File: config.mk
export PLATFORM = sky130hd
export DESIGN_NAME = alu_shifter_seq
export DESIGN_NICKNAME = d
export VERILOG_FILES = /design/src/rtl/alu_shifter_seq.sv
export SDC_FILE = /design/constraint.sdc
export NUM_CORES = 1
export LEC_CHECK = 0
export ABC_CLOCK_PERIOD_IN_PS = 2500
export CORE_ASPECT_RATIO = 0.6
export CORE_MARGIN = 2
export CORE_UTILIZATION = 58
export CTS_BUF_LIST = sky130_fd_sc_hd__clkbuf_16
export DETAILED_ROUTE_END_ITERATION = 10
export GPL_TIMING_DRIVEN = 0
export PLACE_DENSITY = 0.79
export SETUP_SLACK_MARGIN = 0.02
export SLEW_MARGIN = 20
export SYNTH_ARGS = -nofsm -noshare
export SYNTH_HDL_FRONTEND = slang
export SYNTH_SLANG_ARGS = --single-unit
File: constraint.sdc
create_clock -name clk -period 2.5 [get_ports clk]
set_input_delay 0.375 -clock clk [delete_from_list [all_inputs] [get_ports clk]]
set_output_delay 0.375 -clock clk [all_outputs]
set_load 0.1 [all_outputs]
File: src/rtl/alu_shifter_seq.sv
// rtl/alu_shifter_seq.sv - handshaked ALU with iterative one-bit-per-cycle shifter and registered SZCV flags
module alu_shifter_seq #(
   parameter int WIDTH = 16,
   parameter int SHW   = $clog2(WIDTH)
) (
   input  logic             clk,
   input  logic             rst_n,
   input  logic             in_valid,
   output logic             in_ready,
   input  logic [3:0]       op,
   input  logic [WIDTH-1:0] a,
   input  logic [WIDTH-1:0] b,
   input  logic [SHW-1:0]   shift_d,
   output logic             out_valid,
   input  logic             out_ready,
   output logic [WIDTH-1:0] res,
   output logic [3:0]       szcv
);

   localparam logic [3:0] OP_ADD = 4'b0000;
   localparam logic [3:0] OP_SUB = 4'b0001;
   localparam logic [3:0] OP_AND = 4'b0010;
   localparam logic [3:0] OP_OR  = 4'b0011;
   localparam logic [3:0] OP_XOR = 4'b0100;
   localparam logic [3:0] OP_CMP = 4'b0101;
   localparam logic [3:0] OP_MOV = 4'b0110;

   localparam logic [1:0] SH_SLL = 2'b00;
   localparam logic [1:0] SH_SLR = 2'b01;
   localparam logic [1:0] SH_SRL = 2'b10;
   localparam logic [1:0] SH_SRA = 2'b11;

   typedef enum logic [1:0] {
      ST_IDLE  = 2'b00,
      ST_SHIFT = 2'b01,
      ST_DONE  = 2'b10
   } state_t;

   state_t           state;
   logic [WIDTH-1:0] work;
   logic [SHW-1:0]   cnt;
   logic [1:0]       shift_kind;

   logic [WIDTH:0]   sum;
   logic [WIDTH:0]   diff;
   logic [WIDTH-1:0] alu_res;
   logic [WIDTH-1:0] flag_val;
   logic             alu_c;
   logic             alu_v;
   logic             use_diff;
   logic [3:0]       alu_szcv;
   logic             is_shift;
   logic             accept;

   logic [WIDTH-1:0] step_work;
   logic             step_out;

   assign is_shift = (op[3:2] == 2'b10);
   assign accept   = in_valid && in_ready;

   // Single-cycle result; also covers shift ops with zero amount (res=a, C=0).
   always_comb begin
      sum      = {1'b0, a} + {1'b0, b};
      diff     = {1'b0, a} - {1'b0, b};
      alu_res  = '0;
      alu_c    = 1'b0;
      alu_v    = 1'b0;
      use_diff = 1'b0;
      casez (op)
         OP_ADD: begin
            alu_res = sum[WIDTH-1:0];
            alu_c   = sum[WIDTH];
            alu_v   = (a[WIDTH-1] == b[WIDTH-1]) && (sum[WIDTH-1] != a[WIDTH-1]);
         end
         OP_SUB: begin
            alu_res = diff[WIDTH-1:0];
            alu_c   = diff[WIDTH];
            alu_v   = (a[WIDTH-1] != b[WIDTH-1]) && (diff[WIDTH-1] != a[WIDTH-1]);
         end
         OP_AND: alu_res = a & b;
         OP_OR:  alu_res = a | b;
         OP_XOR: alu_res = a ^ b;
         OP_CMP: begin
            alu_res  = a;
            use_diff = 1'b1;
            alu_c    = diff[WIDTH];
            alu_v    = (a[WIDTH-1] != b[WIDTH-1]) && (diff[WIDTH-1] != a[WIDTH-1]);
         end
         OP_MOV:  alu_res = b;
         4'b10??: alu_res = a;
         default: alu_res = '0;
      endcase
      flag_val = use_diff ? diff[WIDTH-1:0] : alu_res;
      alu_szcv = {flag_val[WIDTH-1], (flag_val == '0), alu_c, alu_v};
   end

   always_comb begin
      step_work = work;
      step_out  = 1'b0;
      case (shift_kind)
         SH_SLL: begin
            step_work = {work[WIDTH-2:0], 1'b0};
            step_out  = work[WIDTH-1];
         end
         SH_SLR: begin
            step_work = {work[WIDTH-2:0], work[WIDTH-1]};
            step_out  = work[WIDTH-1];
         end
         SH_SRL: begin
            step_work = {1'b0, work[WIDTH-1:1]};
            step_out  = work[0];
         end
         SH_SRA: begin
            step_work = {work[WIDTH-1], work[WIDTH-1:1]};
            step_out  = work[0];
         end
         default: begin
            step_work = work;
            step_out  = 1'b0;
         end
      endcase
   end

   always_ff @(posedge clk or negedge rst_n) begin
      if (!rst_n) begin
         state      <= ST_IDLE;
         in_ready   <= 1'b1;
         out_valid  <= 1'b0;
         res        <= '0;
         szcv       <= 4'b0000;
         work       <= '0;
         cnt        <= '0;
         shift_kind <= SH_SLL;
      end else begin
         case (state)
            ST_IDLE: begin
               if (accept) begin
                  in_ready <= 1'b0;
                  if (is_shift && (shift_d != '0)) begin
                     work       <= a;
                     cnt        <= shift_d;
                     shift_kind <= op[1:0];
                     state      <= ST_SHIFT;
                  end else begin
                     res       <= alu_res;
                     szcv      <= alu_szcv;
                     out_valid <= 1'b1;
                     state     <= ST_DONE;
                  end
               end
            end
            ST_SHIFT: begin
               work <= step_work;
               cnt  <= cnt - 1'b1;
               if (cnt == SHW'(1)) begin
                  res       <= step_work;
                  szcv      <= {step_work[WIDTH-1], (step_work == '0), step_out, 1'b0};
                  out_valid <= 1'b1;
                  state     <= ST_DONE;
               end
            end
            ST_DONE: begin
               // A request presented in this cycle waits for IDLE; no bypass.
               if (out_ready) begin
                  out_valid <= 1'b0;
                  in_ready  <= 1'b1;
                  state     <= ST_IDLE;
               end
            end
            default: begin
               state     <= ST_IDLE;
               in_ready  <= 1'b1;
               out_valid <= 1'b0;
            end
         endcase
      end
   end

endmodule

==> flow_summary_export.csv <==
group,metric,value,unit
floorplan,floorplan.rows,27,
hold_path,worstHoldPathType,"in -> async",
global_routing,overflow,0,
worst_setup_path,critPathRequiredTime,2.66,ns
routing,highest_layer,"met4",
routing,drc,0,
worst_setup_path,worstReg2RegEnd,"szcv[2]",
pwr,power_frac_comb,0.628,
routing,ant_nets,0,
floorplan,die_x,129,um
routing,num_vias,7033,
cts,ctsHoldBuffers,0,
cts,clock_sinks,46,
layout,drive_above_1_share,0.338,
logic_synthesis,syn_area_per_cell,7.80,um^2
placement,dp_hpwl,15.6,mm
global_routing,grt_usage,0.471,
routing,wl_met3,4.15,mm
layout,mostFrequentLayoutCells,"80 x nand2_1, 61 x buf_4, 48 x nor2_1, 46 x o21ai_0, 45 x dfrtp_1",
worst_setup_path,critPathMaxFanout,4,
cts,cts_tree,"built",
floorplan,die_height,78.8,um
logic_synthesis,synth_area_leader_cell,"dfrtp_1",
worst_setup_path,worst_ep_arrival_time,3.17,ns
floorplan,core,9120,um^2
pwr,power_switching,2.98,mW
global_routing,antenna_found_initial,0,
cts,htreeDepth,2,
pwr,irDropWorstVdd,1040,uV
job,max-cap-violations,0,
sta,finalHoldViolCount,0,
cts,clk_pin_slew_worst_paths,0.07,ns
logic_synthesis,syn-num-nets,793,
floorplan,initial_core_util,0.593,
sta,setup_slack,-0.511,ns
routing,vias_per_cell,7.40,
run_status,status,"finished with violations",
worst_setup_path,r2r-start,"state[0]",
placement,dp_cells,876,
sta,fin_worst_skew,0.00513,ns
sta,setup_viol,15,
sta,post-route-period-util,1.20,
cts,insertion_delay,0.30,ns
sta,max_clock_freq,332,MHz
worst_setup_path,endpoint_kind,"register",
placement,numPortBuffers,65,
routing,drt_iter0_markers,1239,
floorplan,die_area,10100,um^2
logic_synthesis,yosysWarnings,0,
sta,worstMarginPinSlew,1.00,ns
global_routing,grt_pass1_wl,36.4,mm
worst_setup_path,rrSetupSlack,-0.19,ns
layout,nets,932,
placement,gp_congestion,1.05,
cts,clock-root-buffer,"clkbuf_16",
worst_setup_path,rr_worst_depth,8,
logic_synthesis,ys.flop_type,"dfrtp_1",
logic_synthesis,async_reset_ff_frac,1.00,
run_status,violations,"negative setup slack",
cts,clock_path_buffers,2,
global_routing,grt_pass1_vias,6564,
worst_setup_path,start_kind,"input port",
logic_synthesis,syn_inst,694,
logic_synthesis,netlist_area,5410,um^2
layout,postLayoutCellArea,7950,um^2
cts,cts_made_buffers,5,
sta,period_minus_slack,3.01,ns
logic_synthesis,synth_edf_count,0,
floorplan,ios,66,
routing,drt-met1-wl,9.21,mm
placement,postPlaceCellArea,6390,um^2
layout,area_growth,46.8,%
pwr,internal-power,2.58,mW
pwr,powerDensity,699,nW/um^2
pwr,power_leakage,3.33,nW
logic_synthesis,ys_ff_latch,46,
pwr,power_frac_seq,0.252,
pwr,p_clk_frac,0.120,
routing,routedWlPerCell,26.6,um
layout,final_cell_count_no_fill,950,
routing,drt_wl_total,25.3,mm
layout,layout_commonest_cell,"nand2_1",
routing,wl_met2,10.3,mm
routing,first_pass_iters,10,
sta,rsz0062_at_grt,"true",
sta,slew_headroom,0.328,
global_routing,grt_max_degree,25,
layout,num_antenna_cells,0,
logic_synthesis,yosys.area.top_type_share,0.208,
logic_synthesis,synthDistinctLibCells,84,
pwr,power.share.switching,0.536,
logic_synthesis,seq_area_frac_synth,0.213,
logic_synthesis,synth_area_leaders,"dfrtp_1 21%, ha_1 12%, nand2_1 5.8%, o21ai_0 5.2%, a21oi_1 4.0%",
sta,slew_viol_final,0,
worst_setup_path,criticalPathCategory,"in -> reg",
-- registers in the layout, indices dropped and copies added, names as in the netlist --
register	cells
in_ready	1
state	2
cnt	4
out_valid	1
work	16
szcv	4
res	16
shift_kind	2
-- metrics by stage --
step                      power [mW]  utilization  hold WS (ns)  setup TNS (ns)  setup slack (ns)
final                           5.55        0.871         0.103           -2.84            -0.511
after global routing            5.72        0.871         0.141           -4.02            -0.540
after CTS                       5.22        0.832         0.115           -1.42            -0.404
after detailed placement        4.24        0.701         0.416          -25.61             -1.46
after global placement          4.15        0.697         0.456          -34.96             -1.45
after floorplan                 3.40            -        0.0794          -0.375            -0.192
-- what timing repair did --
action / CTS / global route
cloned: 1 / 0
pin swaps: 65 / 52
buffers inserted: 57 / 14
gates resized for setup: 287 / 78
endpoints found under the setup margin: 30 / 34
-- synth_stat cells (4+ instances only) --
master	n
o21ai_0	56
xnor2_1	13
clkbuf_1	23
nor4_1	10
nand2b_1	9
clkbuf_8	5
nand3_1	10
nor2b_1	11
nor3b_1	7
dfrtp_1	45
or3_1	5
xor2_1	4
mux2i_1	14
buf_6	5
a31oi_1	7
a21oi_1	43
nor2_1	55
and3_1	6
a21o_1	4
nand4_1	5
nand2_1	83
buf_2	6
a221oi_1	9
o31ai_1	9
o211ai_1	15
a221o_1	6
mux2_2	4
ha_1	53
nor3_1	20
a22oi_1	4
o21bai_1	8
a211oi_1	6
a222oi_1	9
inv_1	51
-- layer usage --
metal | GRT usage | vias to the layer above
met5 | 0 | -
met4 | 0.212 | 0
met3 | 0.171 | 177
met2 | 0.694 | 774
met1 | 0.620 | 3263
li1 | - | 2819
-- worst max path at each step --
stage                     depth (start not counted)  slack (ns)       to  start
final                                            13       -0.51  szcv[2]   a[1]
after global routing                             13       -0.54  szcv[2]   a[1]
after CTS                                        13       -0.40  szcv[2]   a[6]
after detailed placement                         12       -1.46  szcv[2]   a[1]
after global placement                           11       -1.45  szcv[2]  op[0]
after floorplan                                  12       -0.19  szcv[2]   a[0]
-- critical path, stage by stage --
cell and delay, ns:
buf_12 0.08, clkinvlp_4 0.13, ha_4 0.28, nor2_4 0.14
o311ai_4 0.17, a211oi_4 0.45, buf_6 0.18, a31oi_4 0.10
a221o_1 0.39, o221a_2 0.32, o21ba_4 0.23, a31oi_4 0.19
o221ai_1 0.13
-- cells by family (layout without fill, tap and decap cells) --
family | after synthesis | in the layout | share of synthesized area
compound gates | 214 | 214 | 0.275
xor+xnor | 17 | 17 | 0.0275
fa+ha+maj | 55 | 55 | 0.130
buf+inv | 93 | 233 | 0.0839
flops | 46 | 46 | 0.213
mux | 19 | 19 | 0.0370
simple gates | 250 | 250 | 0.234
-- power by group through the flow --
stage                     Combinational [mW]  Clock (mW)  Sequential (mW)
after floorplan                         1.10           0             2.31
after global placement                  2.82           0             1.32
after detailed placement                2.89           0             1.34
after CTS                               3.21       0.661             1.35
after global routing                    3.62       0.694             1.41
final                                   3.49       0.665             1.40
-- cell type report --
class,instances,area (um^2)
clock buffers,5,125
multi-input cells,555,4700
inverters,51,236
well taps,116,145
plain buffers,38,299
clock inverters,3,16.3
repair buffers,136,1270
flip-flops and latches,46,1150
fillers,463,1180
Power figures use the tool's default switching activity.
